==> src/rtl/sram_serial_streamer.sv <==
// SRAM readback streamer: reads words from SRAM and shifts them out
// MSB first on a divided SPI-style serial clock.
module sram_serial_streamer #(
  parameter int ADDR_W  = 4,
  parameter int DATA_W  = 32,
  parameter int CNT_W   = 5,
  parameter int CLK_DIV = 4
) (
  input  logic              clk,
  input  logic              reset,
  input  logic              start,
  input  logic [ADDR_W-1:0] base_addr,
  input  logic [CNT_W-1:0]  word_count,
  output logic              sram_cen,
  output logic              sram_wen,
  output logic [ADDR_W-1:0] sram_a,
  input  logic [DATA_W-1:0] sram_q,
  output logic              ser_clk,
  output logic              ser_mosi,
  output logic              ser_cs_n,
  output logic              busy,
  output logic              done
);

  localparam int DIV_W = (CLK_DIV > 1) ? $clog2(CLK_DIV) : 1;
  localparam int BIT_W = $clog2(DATA_W);

  typedef enum logic [2:0] {
    IDLE, READ, CAPT, SHIFT, NEXT, DONE
  } state_t;

  state_t state, state_nx;

  logic [ADDR_W-1:0] addr;
  logic [CNT_W-1:0]  cnt;
  logic [DATA_W-1:0] sreg;
  logic              sclk;
  logic [DIV_W-1:0]  div;
  logic [BIT_W-1:0]  bits;
  logic              half_end;
  logic              last_fall;

  assign half_end  = (div == DIV_W'(CLK_DIV - 1));
  assign last_fall = half_end && sclk &&
                     (bits == BIT_W'(DATA_W - 1));

  always_ff @(posedge clk or posedge reset) begin
    if (reset) state <= IDLE;
    else       state <= state_nx;
  end

  always_comb begin
    state_nx = state;
    sram_cen = 1'b1;
    ser_cs_n = 1'b1;
    busy     = 1'b0;
    done     = 1'b0;
    unique case (state)
      IDLE: begin
        if (start)
          state_nx = (word_count == '0) ? DONE : READ;
      end
      READ: begin
        sram_cen = 1'b0;
        ser_cs_n = 1'b0;
        busy     = 1'b1;
        state_nx = CAPT;
      end
      CAPT: begin
        ser_cs_n = 1'b0;
        busy     = 1'b1;
        state_nx = SHIFT;
      end
      SHIFT: begin
        ser_cs_n = 1'b0;
        busy     = 1'b1;
        if (last_fall) state_nx = NEXT;
      end
      NEXT: begin
        ser_cs_n = 1'b0;
        busy     = 1'b1;
        state_nx = (cnt == CNT_W'(1)) ? DONE : READ;
      end
      DONE: begin
        done     = 1'b1;
        state_nx = IDLE;
      end
      default: state_nx = IDLE;
    endcase
  end

  always_ff @(posedge clk or posedge reset) begin
    if (reset) begin
      addr <= '0;
      cnt  <= '0;
      sreg <= '0;
      sclk <= 1'b0;
      div  <= '0;
      bits <= '0;
    end else begin
      if (state != SHIFT) sclk <= 1'b0;
      unique case (state)
        IDLE: begin
          if (start && word_count != '0) begin
            addr <= base_addr;
            cnt  <= word_count;
          end
        end
        CAPT: begin
          sreg <= sram_q;
          div  <= '0;
          bits <= '0;
        end
        SHIFT: begin
          if (half_end) begin
            div  <= '0;
            sclk <= ~sclk;
            // the final bit stays on mosi until the next word loads
            if (sclk) begin
              bits <= bits + BIT_W'(1);
              if (!last_fall)
                sreg <= {sreg[DATA_W-2:0], 1'b0};
            end
          end else begin
            div <= div + DIV_W'(1);
          end
        end
        NEXT: begin
          addr <= addr + ADDR_W'(1);
          cnt  <= cnt - CNT_W'(1);
        end
        default: ;
      endcase
    end
  end

  assign sram_wen = 1'b1;
  assign sram_a   = addr;
  assign ser_clk  = sclk;
  assign ser_mosi = sreg[DATA_W-1];

endmodule

==> config.mk <==
export PLATFORM = sky130hd
export DESIGN_NAME = sram_serial_streamer
export DESIGN_NICKNAME = d
export VERILOG_FILES = /design/src/rtl/sram_serial_streamer.sv
export SDC_FILE = /design/constraint.sdc
export NUM_CORES = 1
export LEC_CHECK = 0
export CAP_MARGIN = 20
export CORE_ASPECT_RATIO = 1.75
export CORE_MARGIN = 3
export CORE_UTILIZATION = 38
export DETAILED_ROUTE_END_ITERATION = 7
export RECOVER_POWER = 50
export SYNTH_ARGS = -nofsm -noshare
export SYNTH_HDL_FRONTEND = slang
export SYNTH_SLANG_ARGS = --single-unit
==> constraint.sdc <==
create_clock -name clk -period 5.7 [get_ports clk]
set_clock_uncertainty 0.2 [all_clocks]
set_input_delay 0.855 -clock clk [delete_from_list [all_inputs] [get_ports clk]]
set_output_delay 0.855 -clock clk [all_outputs]
set_load 0.01 [all_outputs]
## Word-level counts from Yosys, hierarchy flattened

Cells that the tools add are included.

- Equal/unequal tests: 15
- Magnitude comparators: 0
- Reduce and logical (&&, ||, !) cells: 13
- $mul: 0
- Bitwise logic cells: 1
- Add/sub/neg operators: 4
- Shifts and indexed selects: 0
- Divide/modulo/power cells: 0
- Multiplexer cells: 25

Operators with widths:

| kind | number |
|---|---|
| 32-bit 2-to-1 mux | 3 |
| 32-bit one-hot mux with 2 select lines | 1 |
| 5-bit one-hot mux with 2 select lines | 2 |
| 5-bit 2-to-1 mux | 3 |
| 3-bit one-hot mux with 5 select lines | 1 |
| 3-bit 2-to-1 mux | 4 |
| 2-bit inequality test, second input constant | 6 |
| 4-bit one-hot mux with 2 select lines | 1 |
| 1-bit 2-to-1 mux | 7 |
| 3-bit by 2-bit == test with 1-bit output, second input constant | 2 |
| 3-bit == test, second input constant | 2 |
| 5-bit by 1-bit adder with 5-bit output, second input constant | 1 |
| 5-bit by 1-bit == test with 1-bit output, second input constant | 1 |
| 5-bit == test, second input constant | 1 |
| 5-bit zero test | 1 |
| 5-bit nonzero test | 1 |
| 5-bit by 1-bit subtractor with 5-bit output, second input constant | 1 |
| 4-bit by 1-bit adder with 4-bit output, second input constant | 1 |
| 4-bit 2-to-1 mux | 1 |
| 2-bit one-hot mux with 2 select lines | 1 |
| 2-bit AND reduction | 2 |
| 4-bit AND reduction | 1 |
| 2-bit nonzero test | 2 |
| 4-bit OR reduction | 1 |
| 9 further kinds | 11 |

- Bits in latches: 0
- RAM bits: 0
- Word-level logic and storage cells: 65
- Bits in read-only memories: 0
- Output and inout bits: 11
- Register bits: 52
- Memories kept: 0

## Depth between registers and ports, before layout

- Depth in word-level cells: 7
- Mapped depth: 8
- Gate-level depth less buffers: 7

## Worst setup path before layout

No wires, ideal clock.

- Path type: input -> register
- Start point: input word_count[1]
- End point: register addr[1], in the netlist sram_a[1]
- Path slack: 3.369 ns
- Arrival time: 2.006 ns
- Setup time: 0.125 ns
- Cell stages on the path: 4
- Path buffers: 0
- Required time: 5.375 ns
- Cell sequence: or3_4 o31a_1 o21ai_4 mux2_4

- Word-level cells in the longest chain between the ends: 4

Ends and longest elaborated chain:

| element | RTL line | source |
|---|---|---|
| from (decl) | 13 | `input logic [CNT_W-1:0] word_count,` |
| 5-bit nonzero test | 104 | `if (start && word_count != '0) begin` |
| 1-bit logical AND | 104 |  |
| 2-bit inequality test (no line) | n/a |  |
| 2-bit AND reduction (no line) | n/a |  |
| to (signal assigned) | 105 | `addr <= base_addr;` |
| to (signal assigned) | 129 | `addr <= addr + ADDR_W'(1);` |
| to (decl) | 34 | `logic [ADDR_W-1:0] addr;` |

No other way between the ends.
A chain may end at the register's enable or synchronous reset.

==> results by group <==
Worst hold path
  • Hold path start: cnt[4]$_DFFE_PP0P_
  • Hold WC Path Type: register to register

Synthesis
  • Post-synth top flop: dfrtp_1
  • Count leader, synth: dfrtp_1
  • Synth top area cells: dfrtp_1 (48%), mux2i_1 (12%), a21oi_1 (7.2%)
  • Synthesized instance count: 275
  • Synth Area per Inst: 9.89 sq um
  • Seq cells post-synth: 52
  • Leading area contributor after synthesis: dfrtp_1
  • EDFF count, synth: 0
  • Syn nets: 325
  • Synth warn: 0
  • Async set-reset flop share out of synthesis: 100%
  • Register area share after synthesis: 47.9%
  • Post-Syn Area: 2720 sq um
  • Post-synthesis cell type count: 43
  • Commonest cells post-synth: dfrtp_1 (52), a21oi_1 (39), nor2_1 (38), mux2i_1 (32), nand3_1 (11)
  • Share of the synthesized area in the top cell type: 47.9%

Pwr
  • Lkg Pwr: 0.00150 uW
  • PD cells: 503 nW/um^2
  • Pwr Total: 1740 uW
  • Peak supply drop: 0.000294 V

Finish
  • Fillers: 678
  • Area Overhead vs Synth: 27.4%
  • Layout Nets: 371
  • ANT cells: 0
  • Fin cells: 406
  • Final Util: 50.2%
  • Share of layout cells above drive strength 1: 7.14%

Clock network
  • Clock transition at path regs: 0.07 ns
  • CTS root buffer: clkbuf_16
  • CTS max path bufs: 2
  • Clk sinks: 52
  • CTS tree: yes
  • Post CTS Setup Buffer Count: 0
  • H-tree Lvls: 2
  • Num CTS Buffers: 5
  • CTS-repair resized insts: 0
  • Worst skew pair latency: 0.28 ns
  • CTS Hold Bufs: 0

Detailed routing
  • Total routed wirelength: 5870 um
  • TritonRoute pass-1 iters: 4
  • DR vias: 2161
  • Vias per cell: 5.32
  • Remaining antenna violation count after routing: 0
  • DRC Markers: 0
  • Drt first-iter violations: 90
  • Wirelength per Cell: 14.4 um

Critical path
  • Crit path DAT: 3.45 ns
  • FF-to-FF Start: state[2]$_DFFE_PP0P_
  • Crit. Startpoint: reset
  • Startpoint types: primary input
  • CP cell instances: dlygate4sd3_1 > clkinv_1 > clkbuf_1
  • Top delay family on crit path: buffers and inverters
  • Worst reg-to-reg path cell count: 5
  • Slowest stage cell, crit path: clkbuf_1
  • Worst-path fanout max: 52
  • Worst Setup EP: cnt[1]$_DFFE_PP0P_
  • Buf+Inv Stages, Crit Path: 3
  • Slowest cell delay on critical path: 1.97 ns
  • CP Data Required Time: 5.29 ns
  • Reg2reg setup slack: 2.22 ns
  • Element type at the critical path end: asynchronous set/reset pin
  • Critical path class: primary input to asynchronous set/reset pin
  • FF-to-FF End: sreg[9]$_DFFE_PP0P_
  • Crit. path cell count: 3

Run
  • Max-Cap Viols: 2

GRT
  • Total GRT Usage: 14.6%
  • Global-route wire length before repair: 10100 um
  • Vias in the first global route: 2143
  • Largest net degree at the start of global routing: 65
  • Grt ovf: 0
  • Initial antenna violation count: 0

STA
  • Achievable Freq: 0.259 GHz
  • Min Tclk post-route: 3.85 ns
  • Relative slew slack: -86.8%
  • Actual slew at the worst max-slew pin: 2.80 ns
  • RSZ-0062 raised after global routing: false
  • Hold Slack: 0.292 ns
  • Final setup fails: 0
  • Final period util: 67.6%
  • Sum Neg Setup Slack: 0 ns
  • Max-slew violation count: 87
  • Final hold violation count: 0

Place
  • Gpl congestion: 0.840
  • Final HPWL DP: 4040 um
  • Placed Cells: 398
  • IO Port Bufs: 53

Floorplanning
  • Core Area: 6910 sq um
  • Die Span Y: 118 um
  • Total I/O pin count: 55
  • Core Rows: 40
  • Total die area: 8250 sq um
  • Starting density of the core: 39.4%
  • Die span in x: 69.9 um

Status
  • Status: complete, but fails checks
  • Failing checks: max-capacitance violations, max-slew violations
-- state kept, by name, indices dropped and copies added, names as in the netlist --
register  cells
ser_clk       1
bits          5
state         3
sreg         32
sram_a        4
cnt           5
div           2
-- worst register-to-register path, delay by kind of cell, from the launching register on --
| kind | cells | cell delay [ns] |
|---|---|---|
| compound gates | 1 | 0.11 |
| buf+inv | 2 | 1.85 |
| flops | 1 | 0.69 |
| mux | 1 | 0.34 |
| simple gates | 1 | 0.15 |
-- worst min-delay path by stage --
stage	depth (start not counted)	end	slack, ns
final	1	cnt[4]$_DFFE_PP0P_	0.29
after global placement	1	cnt[4]$_DFFE_PP0P_	0.26
after CTS	1	cnt[4]$_DFFE_PP0P_	0.29
after floorplan	1	cnt[4]$_DFFE_PP0P_	0.25
after global routing	1	cnt[4]$_DFFE_PP0P_	0.30
after detailed placement	1	cnt[4]$_DFFE_PP0P_	0.27
-- layout make-up --
| class | count | area (sq um) | area share, % |
|---|---|---|---|
| multi-input combinational | 198 | 1310 | 37.7 |
| sequential | 52 | 1300 | 37.6 |
| tap | 84 | 105 | 3.03 |
| clock buffer | 5 | 125 | 3.61 |
| clock inverter | 3 | 46.3 | 1.34 |
| timing repair buffer | 57 | 553 | 16.0 |
| inverter | 7 | 26.3 | 0.758 |
-- metal layers --
layer  part of all wire, %  global-route usage [%]
met5                     0                       0
met4                   1.9                    5.04
met3                   3.5                    2.82
met1                    43                    18.7
met2                    52                    24.6
-- cells in the final DEF (no fill, tap or decap), types with 2 or more instances in the layout --
master / Yosys / final
dfrtp_1: 52 / 52
clkdlybuf4s50_1: 0 / 52
a21oi_1: 39 / 39
nor2_1: 38 / 38
mux2i_1: 32 / 32
nand3_1: 11 / 11
nand2_1: 9 / 9
nor3_1: 9 / 9
o21ai_0: 9 / 9
a22o_1: 6 / 6
ha_1: 6 / 6
inv_1: 6 / 5
clkbuf_16: 0 / 5
a31oi_1: 4 / 4
a221oi_1: 3 / 3
nand3b_1: 2 / 2
o31ai_1: 2 / 2
nor3b_1: 2 / 2
a2bb2oi_1: 2 / 2
mux2_2: 2 / 2
a21o_1: 2 / 2
xnor2_1: 2 / 2
buf_4: 3 / 2
clkbuf_1: 4 / 2
-- metrics by stage --
| step | cell area [sq um] | setup WS, ns |
|---|---|---|
| floorplan | 2720 | 3.37 |
| global placement | 3300 | 2.84 |
| detailed placement | 3300 | 2.82 |
| CTS | 3470 | 2.52 |
| finish | 3460 | 1.85 |
| global route | 3460 | 1.26 |
-- cells by family (layout without fill, tap and decap cells) --
family / Yosys count / count (layout) / share of synthesized area, %
buffers and inverters: 25 / 72 / 4.33
xor gates and xnor gates: 2 / 2 / 0.644
other: 1 / 1 / 0.138
and+or+nand+nor: 82 / 82 / 14.7
muxes: 35 / 35 / 13.2
AOI/OAI and AO/OA: 72 / 72 / 16.4
adders and majority gates: 6 / 6 / 2.76
DFF: 52 / 52 / 47.9
-- report_power, final --
part	internal, uW	switching (uW)
sequential	524	136
clock	209	134
combinational	367	373
total	1100	643
Note: power is estimated with default switching activity, not from simulation.
